### config.mk
export PLATFORM = sky130hd
export DESIGN_NAME = fetch_prefetch
export DESIGN_NICKNAME = d
export VERILOG_FILES = /design/src/rtl/fetch_prefetch.sv
export SDC_FILE = /design/constraint.sdc
export NUM_CORES = 1
export LEC_CHECK = 0
export CAP_MARGIN = 20
export CORE_ASPECT_RATIO = 1.25
export CORE_MARGIN = 2
export CORE_UTILIZATION = 45
export CTS_CLUSTER_DIAMETER = 200
export DETAILED_ROUTE_END_ITERATION = 7
export DONT_BUFFER_PORTS = 1
export SYNTH_ARGS = -nofsm -noshare
export SYNTH_HDL_FRONTEND = slang
export SYNTH_SLANG_ARGS = --single-unit
### constraint.sdc
create_clock -name clk -period 2.4 [get_ports clk]
set_clock_uncertainty 0.05 [all_clocks]
set_input_delay 0 -clock clk [delete_from_list [all_inputs] [get_ports clk]]
set_output_delay 0 -clock clk [all_outputs]
set_load 0.01 [all_outputs]
### src/rtl/fetch_prefetch.sv
// Fetch stage: PC, credit-limited requests to a variable-latency instruction memory,
// a DEPTH-entry prefetch queue and the IF/ID register with stall, redirect and valid.
module fetch_prefetch #(
  parameter int          IW       = 20,
  parameter int          AW       = 15,
  parameter int          DEPTH    = 4,
  parameter int unsigned RESET_PC = 0
) (
  input  logic                       clk,
  input  logic                       reset,
  input  logic                       redirect_e,
  input  logic [AW-1:0]              redirect_pc_e,
  input  logic                       stall_d,
  output logic                       imem_req,
  output logic [AW-1:0]              imem_addr,
  input  logic                       imem_gnt,
  input  logic                       imem_rvalid,
  input  logic [IW-1:0]              imem_rdata,
  output logic [IW-1:0]              instr_d,
  output logic [AW-1:0]              pc_d,
  output logic                       valid_d,
  output logic [$clog2(DEPTH):0]     q_count
);

  localparam int CW = $clog2(DEPTH) + 1;
  localparam int PW = $clog2(DEPTH);
  localparam int SW = CW + 1;

  function automatic logic [PW-1:0] ptr_inc(input logic [PW-1:0] p);
    return (p == PW'(DEPTH - 1)) ? '0 : p + 1'b1;
  endfunction

  logic [AW-1:0] fetch_pc_q, fetch_pc_d;
  logic [CW-1:0] outst_q, outst_d;
  logic [CW-1:0] drop_q, drop_d;
  logic [CW-1:0] cnt_q, cnt_d;
  logic [PW-1:0] head_q, head_d, tail_q, tail_d;
  logic [PW-1:0] tag_wr_q, tag_wr_d, tag_rd_q, tag_rd_d;
  logic [IW-1:0] instr_q, instr_nxt;
  logic [AW-1:0] pcd_q, pcd_nxt;
  logic          vld_q, vld_nxt;

  logic [IW-1:0] data_q [DEPTH];
  logic [AW-1:0] qpc_q  [DEPTH];
  logic [AW-1:0] tag_q  [DEPTH];

  logic acc, rv, push, pop;

  // Credits count both queued and in-flight entries, so a push always has a slot.
  assign imem_req  = ~reset & (({1'b0, cnt_q} + {1'b0, outst_q}) < SW'(DEPTH));
  assign imem_addr = fetch_pc_q;
  assign acc       = imem_req & imem_gnt;
  assign rv        = imem_rvalid & (outst_q != '0);
  assign push      = rv & (drop_q == '0) & ~redirect_e;
  assign pop       = ~redirect_e & ~stall_d & (cnt_q != '0);

  assign instr_d = instr_q;
  assign pc_d    = pcd_q;
  assign valid_d = vld_q;
  assign q_count = cnt_q;

  always_comb begin
    fetch_pc_d = fetch_pc_q;
    outst_d    = outst_q + CW'(acc) - CW'(rv);
    drop_d     = drop_q;
    cnt_d      = cnt_q;
    head_d     = head_q;
    tail_d     = tail_q;
    tag_wr_d   = acc ? ptr_inc(tag_wr_q) : tag_wr_q;
    tag_rd_d   = rv  ? ptr_inc(tag_rd_q) : tag_rd_q;
    instr_nxt  = instr_q;
    pcd_nxt    = pcd_q;
    vld_nxt    = vld_q;

    if (redirect_e) begin
      fetch_pc_d = redirect_pc_e;
    end else if (acc) begin
      fetch_pc_d = fetch_pc_q + 1'b1;
    end

    if (redirect_e) begin
      // Everything still in flight, including this cycle's request, is stale.
      drop_d    = outst_d;
      cnt_d     = '0;
      head_d    = '0;
      tail_d    = '0;
      instr_nxt = '0;
      vld_nxt   = 1'b0;
    end else begin
      if (rv && drop_q != '0) drop_d = drop_q - 1'b1;
      if (push) tail_d = ptr_inc(tail_q);
      if (pop)  head_d = ptr_inc(head_q);
      cnt_d = cnt_q + CW'(push) - CW'(pop);
      if (!stall_d) begin
        if (pop) begin
          instr_nxt = data_q[head_q];
          pcd_nxt   = qpc_q[head_q];
          vld_nxt   = 1'b1;
        end else begin
          instr_nxt = '0;
          vld_nxt   = 1'b0;
        end
      end
    end
  end

  always_ff @(posedge clk or posedge reset) begin
    if (reset) begin
      fetch_pc_q <= AW'(RESET_PC);
      outst_q    <= '0;
      drop_q     <= '0;
      cnt_q      <= '0;
      head_q     <= '0;
      tail_q     <= '0;
      tag_wr_q   <= '0;
      tag_rd_q   <= '0;
      instr_q    <= '0;
      pcd_q      <= '0;
      vld_q      <= 1'b0;
    end else begin
      fetch_pc_q <= fetch_pc_d;
      outst_q    <= outst_d;
      drop_q     <= drop_d;
      cnt_q      <= cnt_d;
      head_q     <= head_d;
      tail_q     <= tail_d;
      tag_wr_q   <= tag_wr_d;
      tag_rd_q   <= tag_rd_d;
      instr_q    <= instr_nxt;
      pcd_q      <= pcd_nxt;
      vld_q      <= vld_nxt;
    end
  end

  // Storage needs no reset: occupancy and pointers define what is live.
  always_ff @(posedge clk) begin
    if (acc) tag_q[tag_wr_q] <= fetch_pc_q;
    if (push) begin
      data_q[tail_q] <= imem_rdata;
      qpc_q[tail_q]  <= tag_q[tag_rd_q];
    end
  end

  a_no_orphan_rsp: assert property (@(posedge clk) disable iff (reset)
    !(imem_rvalid && outst_q == '0));

endmodule

Word level (Yosys, flattened, before mapping)
Memories as Yosys holds them, arrays and structs flattened. A register that Yosys moved wholly into a read port is not among the register bits.
Index checks and enable logic that the tools add are counted.
- add/subtract/negate cells: 11
- multiply operators: 0
- div/mod/pow operators: 0
- order comparisons: 1
- equality and inequality tests: 5
- shift-type cells: 0
- mux-type cells: 23
- bitwise gates (word level): 10
- reduce and logical (&&, ||, !) cells: 10
- operators with widths (operator ; count):
    $mux 20 ; 3
    $mux 15 ; 2
    $mux 2 ; 8
    $add 15x1->15 const B ; 1
    $mux 3 ; 3
    $reduce_bool 3->1 ; 3
    $add 2x1->2 const B ; 4
    $eq 2x2->1 const B ; 4
    $reduce_bool 2->1 ; 4
    $and 1x1->1 ; 7
    $mux 1 ; 7
    $add 3x1->3 ; 2
    $sub 3x1->3 ; 2
    $add 3x3->4 ; 1
    $lt 4x3->1 const B ; 1
    $logic_not 3->1 ; 1
    $not 1->1 ; 3
    $reduce_and 3->1 ; 1
    $sub 3x1->3 const B ; 1
    $ne 2x2->1 const B ; 1
    $logic_and 1x1->1 ; 1
- flip-flop bits (word level): 53
- bits in latches: 0
- RAM bits: 200
- memory bits (read-only): 0
- bits of input ports: 41
- output and inout port bits: 55
- memories kept: 3
- memory list (memory ; words ; bits a word ; rd ports ; clocked after Yosys merged registers in ; wr ports ; RTL line ; text):
    data_q ; 4 ; 20 ; 1 ; 0 ; 1 ; 43 ; logic [IW-1:0] data_q [DEPTH];
    qpc_q ; 4 ; 15 ; 1 ; 1 ; 1 ; 44 ; logic [AW-1:0] qpc_q [DEPTH];
    tag_q ; 4 ; 15 ; 1 ; 0 ; 1 ; 45 ; logic [AW-1:0] tag_q [DEPTH];

Longest topological paths before layout
- depth in word-level cells: 7
- depth in mapped cells: 12
- mapped depth without buffers: 12

Least setup slack after synthesis
Ideal clock, no wire load.
- kind: reg2reg
- from: register cnt_q[2], in the netlist q_count[2]
- to: register drop_q[2]
- setup time: 0.134 ns
- arrival time: 2.453 ns
- required time: 2.216 ns
- path slack: -0.237 ns
- cell stages (with the launch flop): 12
- path buffers: 0
- cell sequence: dfrtp_1 -> ha_1 -> nor4_4 -> and3_2 -> inv_2 -> ha_1 -> inv_1 -> ha_1 -> fa_1 -> xnor2_1 -> nand2_1 -> o21ai_0
- word-level cells in the longest chain between the ends: 7
- RTL lines (element ; RTL line ; text):
    start: declaration ; 36 ; logic [CW-1:0] cnt_q, cnt_d;
    start signal: assignment ; 124 ; cnt_q <= cnt_d;
    $add 3x3->4 ; 50 ; assign imem_req = ~reset & (({1'b0, cnt_q} + {1'b0, outst_q}) < SW'(DEPTH));
    $lt 4x3->1 ; 50 ;
    $and 1x1->1 ; 50 ;
    $and 1x1->1 ; 52 ; assign acc = imem_req & imem_gnt;
    $add 3x1->3 ; 64 ; outst_d = outst_q + CW'(acc) - CW'(rv);
    $sub 3x1->3 ; 64 ;
    named net outst_d[2] ; 34 ; logic [CW-1:0] outst_q, outst_d;
    $mux 3 ; 81 ; if (redirect_e) begin
    end signal: assignment ; 123 ; drop_q <= drop_d;
    end: declaration ; 35 ; logic [CW-1:0] drop_q, drop_d;
The timed path passes the listed nets, and every way through them passes these cells.
A chain may end at the register's enable or synchronous reset.

Worst setup path after layout
- from: register cnt_q[2], in the netlist q_count[2]
- to: register drop_q[1]
Same word-level chain as after synthesis.

==> flow_summary.toml <==
[global_route]
gr-total-overflow = 0
grt_pass1_wl_um = 32090
grt_max_degree = 51
antenna_found_initial = 1
globalRouteTotalUtil_pct = 16.85
grt_pass1_vias = 6020

[timing]
fmax_mhz = 412.2
max_slew_margin_pct = 36.67
hold_viol_final = 8
holdWs_ps = -499.2
setup_viol = 1
slew_viol_final = 0
rsz0062_at_grt = "true"
min_period_ps = 2426
fin_tns_setup_ps = -25.85
worst_slew_pin_slew_ps = 946.8
setup_slack_ps = -25.85
period_share_pct = 101.1

[placement]
dp_cells = 864
place_hpwl_um = 12480
pre_cts_slack_ps = -54.89
finalWeightedCongestion = 0.7809
port-buffer-count = 0

[worst_setup_path]
critPathArrivalTime_ps = 2790
rrSetupSlack_ps = -30
critical_path_class = "register to register"
worstSetupEndpointType = "register"
cp_max_fo = 2
worstPathRequired_ps = 2760
startpoint_type = "register"

[logic_synthesis]
ys_ff_latch = 268
ys_seq_area_share_pct = 73.95
yosys.cell_types.count = 41
yosysTopAreaCell = "edfxtp_1"
async_flop_share_pct = 25.37
ys_warn_count = 0
synth_top_area_share_pct = 57.62
yosysMostFrequentCell = "edfxtp_1"
avgSynthCellArea_um2 = 18.85
ys.flop_type = "edfxtp_1"
synth_nets = 615
synth_cells = 553
synth_edf_count = 200
synthTopCellsByArea = "edfxtp_1, dfrtp_1, mux4_2"
synthesis.area_mm2 = 0.01042
synthTopCellsByCount = "edfxtp_1, dfrtp_1, mux4_2, nand2_1, a22o_1"

[routing]
routed_via_density = 5.475
drt_iter0_drc = 338
drt-pass1-iter-count = 8
wirelength_um = 19940
drt.antenna.violating_nets = 0
wl_per_cell_um = 20.32
drcViolationCount = 14
via_count = 5371

[job]
max_cap_viol_count = 0

[min_path]
hold_class = "input pin to register"

[floorplanning]
start_util_pct = 45.54
coreArea_mm2 = 0.02288
rows = 62
die_h_um = 174.2
die_x_um = 140.1
ios = 96
dieArea_mm2 = 0.02440

[clock_network]
clk_pin_slew_worst_paths_ps = 60
tritoncts = "built"
clk_latency_ps = 520
cts-htree-levels = 1
root_buffer = "clkbuf_16"
cts_max_path_buffers = 3
cts_buffers = 28
hold_buffers = 57
cts_sinks = 268

[power_and_ir_drop]
power.density_mw_per_mm2 = 1039
leakage_nw = 4.629
totalPowerFinal_mw = 13.34
peakVddDrop_mv = 0.4934

[finish]
final_util_pct = 56.10
area_growth_pct = 23.17
finalNetCount = 732
drive_gt1_share_pct = 27.17
fin_cells = 981

[run_status]
status = "complete, but fails checks"
violations = "DRC, hold timing, setup timing"
## timing repair
| action | 4_1_cts | 5_1_grt |
|---|---|---|
| setup endpoints to repair | 2 | 14 |
| endpoints found under the hold margin | 198 | 8 |
| gates cloned | 0 | 1 |
| setup buffers | 3 | 5 |
| gates resized for setup | 2 | 10 |
| pin swaps | 8 | 7 |
## final timing paths
| path | startpoint | to | cells past startpoint |
|---|---|---|---|
| hold / removal | redirect_e | q_count[0]$_DFF_PP0_ | 1 |
| hold reg to reg | instr_d[0]$_DFFE_PP0P_ | instr_d[0]$_DFFE_PP0P_ | 1 |
| max in group asynchronous | reset | pc_d[6]$_DFFE_PP0P_ | 3 |
| min in group asynchronous | reset | imem_addr[13]$_DFFE_PP0P_ | 2 |
| setup reg to reg | q_count[2]$_DFF_PP0_ | drop_q[1]$_DFFE_PP0P_ | 10 |
| setup / recovery | q_count[2]$_DFF_PP0_ | drop_q[1]$_DFFE_PP0P_ | 10 |
## sequential cells by signal, indices dropped and copies added, names as in the netlist, 3 cells and up
| signal | count |
|---|---|
| data_q | 80 |
| imem_addr | 15 |
| instr_d | 20 |
| q_count | 3 |
| pc_d | 15 |
| drop_q | 3 |
| tag_q | 60 |
| outst_q | 3 |
| qpc_q | 60 |
## power by group
part / leakage [nW] / total (mW) / internal [mW] / switching, mW
Sequential: 2.66 / 6.19 / 5.71 / 0.474
Combinational: 1.49 / 2.75 / 1.45 / 1.30
Clock: 0.481 / 4.40 / 2.74 / 1.66
Total: 4.63 / 13.3 / 9.91 / 3.43
## through the flow
step | instance area (um^2) | hold WS (ps)
after floorplan | 10470 | 48.87
after global placement | 11190 | -144.0
after detailed placement | 11190 | -136.3
after CTS | 12760 | -526.4
after global routing | 12840 | -526.7
final | 12840 | -499.2
## area by class of cell
| class | count | area [um^2] |
|---|---|---|
| antenna | 1 | 2.502 |
| clock inverter | 11 | 135.1 |
| sequential | 268 | 7710 |
| clock buffer | 41 | 840.8 |
| inverter | 19 | 76.32 |
| tap | 288 | 360.3 |
| fill | 1772 | 10050 |
| multi-input combinational | 244 | 2629 |
| timing repair buffer | 109 | 1084 |
## per-layer routing
metal	up-vias	track usage [%]	wire length, um
met5	-	0	0
met4	0	5.051	376
met3	35	3.857	1129
met2	152	29.74	10250
met1	2756	20.79	8184
li1	2428	-	-
## placed cells by master (no fill, tap or decap), types with 6 or more instances in the layout
cell	Yosys	layout
mux4_2	50	50
nand2_1	22	22
a31oi_1	8	6
dlygate4sd3_1	0	54
xor2_1	6	6
nor2_1	17	17
and2_1	12	8
o21ai_0	17	13
buf_4	0	44
a22o_1	20	20
nand3_1	7	7
dfrtp_1	68	66
ha_1	19	15
o31ai_1	6	6
inv_1	18	16
clkbuf_16	0	30
buf_12	0	8
clkbuf_8	0	7
edfxtp_1	200	200
mux2_2	15	15
## cells by family after synthesis
kind of cell	after synthesis	share of synthesized area, %
buffers and inverters	41	1.548
adder cells (fa/ha/maj)	21	2.665
flip-flops	268	73.95
AO/OA/AOI/OAI	60	3.986
multiplexers	66	12.52
AND/OR/NAND/NOR	86	4.406
XOR/XNOR	11	0.9243
## critical path, stage by stage, from the launching register on
cell      delay [ps]
dfrtp_1          390
ha_2             200
nor4_4           280
and3_4           260
inv_6             40
ha_4             250
inv_2             40
ha_4             140
fa_2             540
nand2_1           50
o311ai_1          70
No activity file was read; power rests on OpenSTA's default activity.
